## config.mk

```make
export PLATFORM = sky130hd
export DESIGN_NAME = deserializer
export DESIGN_NICKNAME = d
export VERILOG_FILES = /design/src/rtl/serdes_pkg.sv /design/src/rtl/deser_shift_reg.sv /design/src/rtl/deserializer.sv
export SDC_FILE = /design/constraint.sdc
export NUM_CORES = 1
export LEC_CHECK = 0
export CORE_MARGIN = 3
export CORE_UTILIZATION = 51
export DETAILED_ROUTE_END_ITERATION = 10
export MAX_ROUTING_LAYER = met4
export PLACE_DENSITY_LB_ADDON = 0.12
export SLEW_MARGIN = 20
export SYNTH_ARGS = -nofsm -noshare
export SYNTH_HDL_FRONTEND = slang
export SYNTH_SLANG_ARGS = --single-unit
```

## constraint.sdc

```tcl
create_clock -name clk_i -period 2.12 [get_ports clk_i]
set_input_delay 0.53 -clock clk_i [delete_from_list [all_inputs] [get_ports clk_i]]
set_output_delay 0.53 -clock clk_i [all_outputs]
set_load 0.03 [all_outputs]
```

## src/rtl/serdes_pkg.sv

```systemverilog
// Shared definitions for the serial link endpoints (serializer and deserializer).
//   state_e              : receive FSM states.
//   MIN_BURST_LEN        : shortest burst that forms a word; shorter ones are dropped.
//   data_mod_from_count  : converts a received bit count into the data_mod length code,
//                          where a full bus width is encoded as 0.
package serdes_pkg;

  typedef enum logic {
    IDLE_S = 1'b0,
    RECV_S = 1'b1
  } state_e;

  localparam int unsigned MIN_BURST_LEN = 3;

  function automatic int unsigned data_mod_from_count(input int unsigned count,
                                                      input int unsigned bus_width);
    return (count >= bus_width) ? 0 : count;
  endfunction

endpackage

```

## src/rtl/deser_shift_reg.sv

```systemverilog
// Bit accumulator for the deserializer.
//   clk_i      : clock, posedge.
//   srst_i     : synchronous reset, active-low; clears register and counter.
//   shift_en_i : shift bit_i in at the LSB and (unless clear_i) bump the counter.
//   bit_i      : serial bit to shift in.
//   clear_i    : returns the counter to 0; the register contents are left alone.
//   data_o     : shift register contents, first bit received sits highest.
//   cnt_o      : number of bits accumulated in the current word.
module deser_shift_reg #(
  parameter int unsigned W    = 16,
  parameter int unsigned CNT_W = $clog2(W + 1)
) (
  input  logic             clk_i,
  input  logic             srst_i,
  input  logic             shift_en_i,
  input  logic             bit_i,
  input  logic             clear_i,
  output logic [W-1:0]     data_o,
  output logic [CNT_W-1:0] cnt_o
);

  logic [W-1:0]     sr_q, sr_d;
  logic [CNT_W-1:0] cnt_q, cnt_d;

  // Stale high bits from an earlier word need no clearing: the alignment
  // shift in the top discards everything above the current count.
  always_comb begin
    sr_d  = sr_q;
    cnt_d = cnt_q;
    if (shift_en_i) begin
      sr_d  = {sr_q[W-2:0], bit_i};
      cnt_d = cnt_q + CNT_W'(1);
    end
    // Clear wins over the increment so the W-th bit can be shifted in while
    // the counter wraps to 0 for the next word.
    if (clear_i) begin
      cnt_d = '0;
    end
  end

  always_ff @(posedge clk_i) begin
    if (!srst_i) begin
      sr_q  <= '0;
      cnt_q <= '0;
    end else begin
      sr_q  <= sr_d;
      cnt_q <= cnt_d;
    end
  end

  assign data_o = sr_q;
  assign cnt_o  = cnt_q;

endmodule

```

## src/rtl/deserializer.sv

```systemverilog
// Serial-to-parallel receiver. Collects an MSB-first burst framed by
// ser_data_val_i and presents it as one left-aligned parallel word plus a
// data_mod length code (0 = full width). No backpressure: the output is a
// one-cycle deser_data_val_o pulse and the consumer must take it then.
//   clk_i            : clock, posedge.
//   srst_i           : synchronous reset, active-low.
//   ser_data_i       : serial data bit, MSB first.
//   ser_data_val_i   : qualifies ser_data_i; a burst is a contiguous run of highs.
//   deser_data_o     : received word, left-aligned, unreceived LSBs are 0.
//   deser_data_mod_o : bits received, 0 means a full word.
//   deser_data_val_o : one-cycle pulse marking deser_data_o/deser_data_mod_o valid.
//   drop_o           : one-cycle pulse when a too-short burst was discarded.
//   busy_o           : high while a burst is being accumulated.
module deserializer
  import serdes_pkg::*;
#(
  parameter int unsigned DATA_BUS_WIDTH = 16,
  parameter int unsigned DATA_MOD_WIDTH = 4
) (
  input  logic                      clk_i,
  input  logic                      srst_i,
  input  logic                      ser_data_i,
  input  logic                      ser_data_val_i,
  output logic [DATA_BUS_WIDTH-1:0] deser_data_o,
  output logic [DATA_MOD_WIDTH-1:0] deser_data_mod_o,
  output logic                      deser_data_val_o,
  output logic                      drop_o,
  output logic                      busy_o
);

  localparam int unsigned W     = DATA_BUS_WIDTH;
  localparam int unsigned CNT_W = $clog2(DATA_BUS_WIDTH + 1);
  localparam logic [CNT_W-1:0] LAST_CNT = CNT_W'(DATA_BUS_WIDTH - 1);
  localparam logic [CNT_W-1:0] MIN_CNT  = CNT_W'(MIN_BURST_LEN);
  localparam logic [CNT_W-1:0] FULL_CNT = CNT_W'(DATA_BUS_WIDTH);

  state_e state_q, state_d;

  logic [W-1:0]     sr;
  logic [CNT_W-1:0] cnt;

  logic shift_en;
  logic cnt_clear;
  logic done_full;
  logic done_short;
  logic done_drop;
  logic busy;

  logic [W-1:0]              data_q, data_d;
  logic [DATA_MOD_WIDTH-1:0] mod_q, mod_d;
  logic                      val_q, drop_q;
  logic [CNT_W-1:0]          align_shamt;

  deser_shift_reg #(
    .W     (W),
    .CNT_W (CNT_W)
  ) u_shift_reg (
    .clk_i      (clk_i),
    .srst_i     (srst_i),
    .shift_en_i (shift_en),
    .bit_i      (ser_data_i),
    .clear_i    (cnt_clear),
    .data_o     (sr),
    .cnt_o      (cnt)
  );

  // FSM state register.
  always_ff @(posedge clk_i) begin
    if (!srst_i) begin
      state_q <= IDLE_S;
    end else begin
      state_q <= state_d;
    end
  end

  // FSM next state.
  always_comb begin
    state_d = state_q;
    case (state_q)
      IDLE_S: begin
        if (ser_data_val_i) state_d = RECV_S;
      end
      RECV_S: begin
        if (!ser_data_val_i || (cnt == LAST_CNT)) state_d = IDLE_S;
      end
      default: state_d = IDLE_S;
    endcase
  end

  // FSM outputs. Every qualified bit is shifted in regardless of state, so
  // the bit arriving while a full word's valid pulses starts the next word.
  always_comb begin
    shift_en   = ser_data_val_i;
    cnt_clear  = 1'b0;
    done_full  = 1'b0;
    done_short = 1'b0;
    done_drop  = 1'b0;
    busy       = 1'b0;
    case (state_q)
      IDLE_S: begin
        busy = 1'b0;
      end
      RECV_S: begin
        busy = 1'b1;
        if (ser_data_val_i) begin
          if (cnt == LAST_CNT) begin
            done_full = 1'b1;
            cnt_clear = 1'b1;
          end
        end else begin
          cnt_clear = 1'b1;
          if (cnt >= MIN_CNT) done_short = 1'b1;
          else                done_drop  = 1'b1;
        end
      end
      default: begin
        cnt_clear = 1'b1;
      end
    endcase
  end

  // A short word of n bits sits in the low n bits; move it to the top.
  assign align_shamt = FULL_CNT - cnt;

  always_comb begin
    data_d = data_q;
    mod_d  = mod_q;
    if (done_full) begin
      data_d = {sr[W-2:0], ser_data_i};
      mod_d  = DATA_MOD_WIDTH'(data_mod_from_count(W, W));
    end else if (done_short) begin
      data_d = sr << align_shamt;
      mod_d  = DATA_MOD_WIDTH'(data_mod_from_count(32'(cnt), W));
    end
  end

  always_ff @(posedge clk_i) begin
    if (!srst_i) begin
      data_q <= '0;
      mod_q  <= '0;
      val_q  <= 1'b0;
      drop_q <= 1'b0;
    end else begin
      data_q <= data_d;
      mod_q  <= mod_d;
      val_q  <= done_full | done_short;
      drop_q <= done_drop;
    end
  end

  assign deser_data_o     = data_q;
  assign deser_data_mod_o = mod_q;
  assign deser_data_val_o = val_q;
  assign drop_o           = drop_q;
  assign busy_o           = busy;

endmodule
```

### Yosys cells after proc, flatten, opt, wreduce, memory -nomap -nowiden

Cells that the tools add are included.

| storage, ports and cells | value |
|---|---|
| register bits after elaboration | 44 |
| input port bits | 4 |
| output and inout bits | 23 |

| cells by class | value |
|---|---|
| add/subtract/negate cells | 2 |
| order comparisons | 2 |
| equality and inequality tests | 1 |
| shifts and indexed selects | 1 |
| mux-type cells | 16 |
| bitwise operators | 3 |
| reductions and logical operators | 6 |

Operators with widths:

| cell | count |
|---|---|
| two-way mux 16 bit | 2 |
| left shift 16 x 5 -> 16 bit | 1 |
| two-way mux 1 bit | 11 |
| adder 5 x 1 -> 5 bit (second input constant) | 1 |
| == test 5 x 4 -> 1 bit (second input constant) | 1 |
| >= comparator 5 x 2 -> 1 bit (second input constant) | 1 |
| >= comparator 5 bit (second input constant) | 1 |
| subtractor 5 bit (first input constant) | 1 |
| two-way mux 4 bit | 1 |
| one-hot mux 1 bit (2 select lines) | 2 |
| OR reduction 2 bit | 2 |
| OR reduction 3 bit | 1 |
| NOT 1 bit | 2 |
| nonzero test 2 bit | 1 |
| logical NOT 1 bit | 1 |
| logical OR 1 bit | 1 |
| OR 1 bit | 1 |

### Longest topological paths before layout

| depth | value |
|---|---|
| word-level depth | 6 |
| depth in mapped cells | 10 |
| gate-level depth less buffers | 8 |

### Modules after synthesis

From an unflattened synthesis, not the netlist that was laid out.

| unflattened totals | value |
|---|---|
| cell total of the unflattened synthesis | 269 |
| area, all modules | 2727.6 um2 |

By module, submodules not included:

| module | times used | cells each | area each (um2) | sequential area each (um2) |
|---|---|---|---|---|
| deserializer | 1 | 194 | 1858.0 | 460.4 |
| deser_shift_reg | 1 | 75 | 869.6 | 420.4 |

### Least setup slack after synthesis

No wires, ideal clock.

| path | value |
|---|---|
| kind | register -> register |
| start point | register u_shift_reg.cnt_q[0] (netlist: u_shift_reg.cnt_o[0]) |
| end point | register data_q[0] (netlist: deser_data_o[0]) |
| arrival time | 2160 ps |
| path slack | -99 ps |
| stages on the path, launching flop included | 9 |
| buffers on the path | 1 |
| cell sequence | dfxtp_1 > buf_6 > inv_2 > ha_1 > nor3b_1 > ha_1 > or4_4 > nor2_4 > a22o_1 |

| on the way | value |
|---|---|
| word-level cells in the longest chain between the ends | 5 |
| elaborated cells on any way between the ends | 13 |

RTL lines:

| element | RTL line | text |
|---|---|---|
| from (decl) | deser_shift_reg.sv:23 | `logic [CNT_W-1:0] cnt_q, cnt_d;` |
| from (signal assigned) | deser_shift_reg.sv:47 | `cnt_q <= cnt_d;` |
| branches (longest 5 deep; another with subtractor 5 bit) | n/a |  |
| to (signal assigned) | deserializer.sv:144 | `data_q <= data_d;` |
| to (decl) | deserializer.sv:49 | `logic [W-1:0] data_q, data_d;` |

Parallel ways; which one is timed is not known. The select of a mux whose other input is x is not followed.
A chain may end at the register's enable or synchronous reset.

### Worst setup path after layout

| path | value |
|---|---|
| start point | register u_shift_reg.cnt_q[1] (netlist: u_shift_reg.cnt_o[1]) |
| end point | register data_q[0] (netlist: deser_data_o[0]) |

The elaborated chain is that of the path after synthesis.

==> parameters.txt <==
Parameter                              Value

Worst setup path
  Number of cell instances on the worst register-to-register path    7
  Slowest cell on crit path    or4_4
  Sequence of cells on the critical path    inv_1, ha_4, nor3b_2, ha_1, or4_4, nor2_4, a22o_1
  Setup crit end kind    flop
  Worst EP required    2.35 ns
  Highest net fanout along the worst path    5
  Category of the worst setup path launch point    flop
  Worst path arrival time    2.29 ns
  Critical path class    reg -> reg
  Largest incremental delay on the critical path    0.60 ns

Hold path
  Worst hold path type    reg -> reg
  Cell depth of the worst min-delay path    2

Floorplanning
  Standard-cell row count    25
  Overall die height    77.0 microns
  Area of the core    4790 sq um
  Num ports    27
  Effective utilization at floorplan    53.7%
  Die Outline Area    5930 sq um
  Horizontal extent of the die    77.0 microns

Timing
  Final hold slack    0.459 ns
  Final cycle utilization of the critical path    96.8%
  Actual slew at the worst max-slew pin    0.457 ns
  Final-layout setup total negative slack    0 ns
  RSZ-0062 raised after global routing    yes
  Worst Skew    0.0104 ns
  Max frequency    487 MHz
  Max_slew headroom    69.4%
  Final count of pins violating max slew    0
  Count of final setup violators    0
  Final Hold Vio Count    0
  Least setup slack across all paths after layout    0.0674 ns
  Fin crit period    2.05 ns

Placed design
  Count of input and output buffers    26
  Final HPWL DP    4.76 mm
  Worst Setup Slack post-DPL    -0.120 ns
  Final RePlAce weighted congestion    0.963

Synth
  Number of cells produced by synthesis    282
  Number of nets in the synthesized netlist    290
  Cell area after synthesis    2570 sq um
  Distinct cell type count of the synthesized netlist    47
  Fraction of the yosys area taken by sequential cells    34.3%
  Flip-flop cell with the highest count after synthesis    dfxtp_1
  Post-synth EDFFs    0
  Synth async-reset ratio    0%
  Synth Register Bits    44
  Avg Inst Size Synth    9.12 sq um
  Count of synthesis-stage warnings from yosys    0

Clock network
  TritonCTS clock tree    built
  Hold-fix buffers, CTS    0
  Number of buffers inserted during clock tree synthesis    5
  Maximum root-to-sink buffer count    2
  Total number of H-tree levels    2
  Clock root buffer master    clkbuf_8
  Post-CTS clock slew at the launch and capture registers of the worst setup and hold paths    0.08 ns
  Clock Latency Late Sink    0.30 ns
  Number of sinks handled by clock tree synthesis    44

Detailed routing
  WL final    6.36 mm
  Average detailed-routed wire length per instance    15.9 microns
  Via total after detailed routing    2,208
  Detailed Routing Iterations Pass 1    4
  First-iteration detailed-routing DRC count    209
  Per-cell via count in the routed design    5.52
  Residual antenna-violating net count after detailed routing    0
  DRC    0

Job
  Max capacitance violation total    0

Final layout
  Core Util, Final    67.8%
  Synth-to-Final Area Change    26.2%
  Layout cells sized above 1    24.6%
  Antenna Cells    0
  Leading cell type in the layout, fill and taps excluded    dfxtp_1
  Final-stage net count    343
  Fill count    408
  Most frequent cells in the layout    dfxtp_1, nand2_1, buf_4

GRT
  Total global routing overflow    0
  Met3 demand-to-capacity share in global routing    4.46%
  Met2 track demand over resource    34.5%
  Maximum number of pins on one net before global-route repair    38
  First-pass GRT wire length    10.9 mm
  Via count of the first global-routing pass    2,197
  Layer with the highest usage    met2
  Antenna violations before repair    0
  Met1 layer usage reported by global route    32.6%
  Total global routing track utilization    23.3%

Power
  Power density over the cells    531 nW/um^2
  Worst IR drop on VDD    0.000369 V
  Leakage power total    1.22 nW

Status
  Outcome    complete, no violations
## per-stage QoR
step	cell area, sq um	power [mW]	instances
2_1_floorplan	2600	1.12	282
3_3_place_gp	3090	1.24	392
3_5_place_dp	3090	1.24	392
4_1_cts	3160	1.71	397
5_1_grt	3250	1.80	400
6_report	3250	1.72	400
## state kept, by name (all words and copies together), names as in the netlist
signal              count
deser_data_mod_o        4
drop_o                  1
deser_data_o           16
u_shift_reg.cnt_o       5
deser_data_val_o        1
u_shift_reg.data_o     16
state_q                 1
## layout make-up
type	count	area, sq um	area share [%]
Multi-Input combinational cell	215	1640	50.4
Sequential cell	44	886	27.3
Timing Repair Buffer	64	549	16.9
Tap cell	67	83.8	2.58
Clock buffer	5	68.8	2.12
Inverter	5	21.3	0.655
## power by group
group / switching (mW) / internal (mW) / leakage, nW
clock: 0.259 / 0.213 / 0.0359
combinational: 0.202 / 0.199 / 0.825
sequential: 0.0141 / 0.838 / 0.357
## logic make-up (layout without fill, tap and decap cells)
logic type                 Yosys count  in the layout  share of synthesized area, %
AOI/OAI and AO/OA                   60             60                          15.1
xor gates and xnor gates             6              6                          2.92
adders and majority gates            4              4                          1.95
buffers and inverters               23             74                          4.87
DFF                                 44             44                          34.3
muxes                               45             45                          21.2
and+or+nand+nor                    100            100                          19.7
## critical path, delay by kind of cell (launching register included)
kind,cells,cell delay [ns]
buffers and inverters,1,0.06
adder cells (fa/ha/maj),2,0.54
AND/OR/NAND/NOR,3,0.89
flip-flops,1,0.35
AO/OA/AOI/OAI,1,0.15
## path summary, 6_finish.rpt
| path | end | slack [ns] | startpoint |
|---|---|---|---|
| hold reg to reg | deser_data_mod_o[1] | 0.46 | deser_data_mod_o[1] |
| setup reg to reg | deser_data_o[0] | 0.07 | u_shift_reg.cnt_o[1] |
| hold / removal | deser_data_mod_o[1] | 0.46 | deser_data_mod_o[1] |
| setup / recovery | deser_data_o[0] | 0.07 | u_shift_reg.cnt_o[1] |
## layer usage
metal  share of wire, %  up-vias  wire [microns]
met4                1.7        0             108
met3                5.4       10             342
met1                 48     1032            3040
met2                 45       59            2860
li1                   -     1107               -
met5                  0        -               0
## Yosys cell counts (2+ instances only)
cell type  instances  area [sq um]
dfxtp_1           44           881
nand2_1           41           154
mux2i_1           32           320
o21ai_0           20           100
nor2b_1           19           119
nor2_1            13          48.8
a21oi_1           10          50.1
a22o_1             9          78.8
clkbuf_1           7          26.3
mux4_2             7           158
nand3_1            7          35.0
mux2_2             6          67.6
o21ai_1            5          25.0
a31oi_1            4          25.0
buf_6              4          45.0
ha_1               4          50.1
inv_1              4          15.0
nor3_1             4          20.0
and2_1             3          18.8
and3_1             3          18.8
buf_2              3          15.0
a211oi_1           2          15.0
a41oi_1            2          17.5
buf_1              2          7.51
nor3b_1            2          15.0
or4_4              2          22.5
xnor2_2            2          32.5
xor2_1             2          17.5
## repair_timing
item                                    CTS  global route
endpoints found under the setup margin    1            11
resized for setup                         1            21
pin swaps                                 0             2
setup buffers                             0             3
No activity file was read; power rests on OpenSTA's default activity.
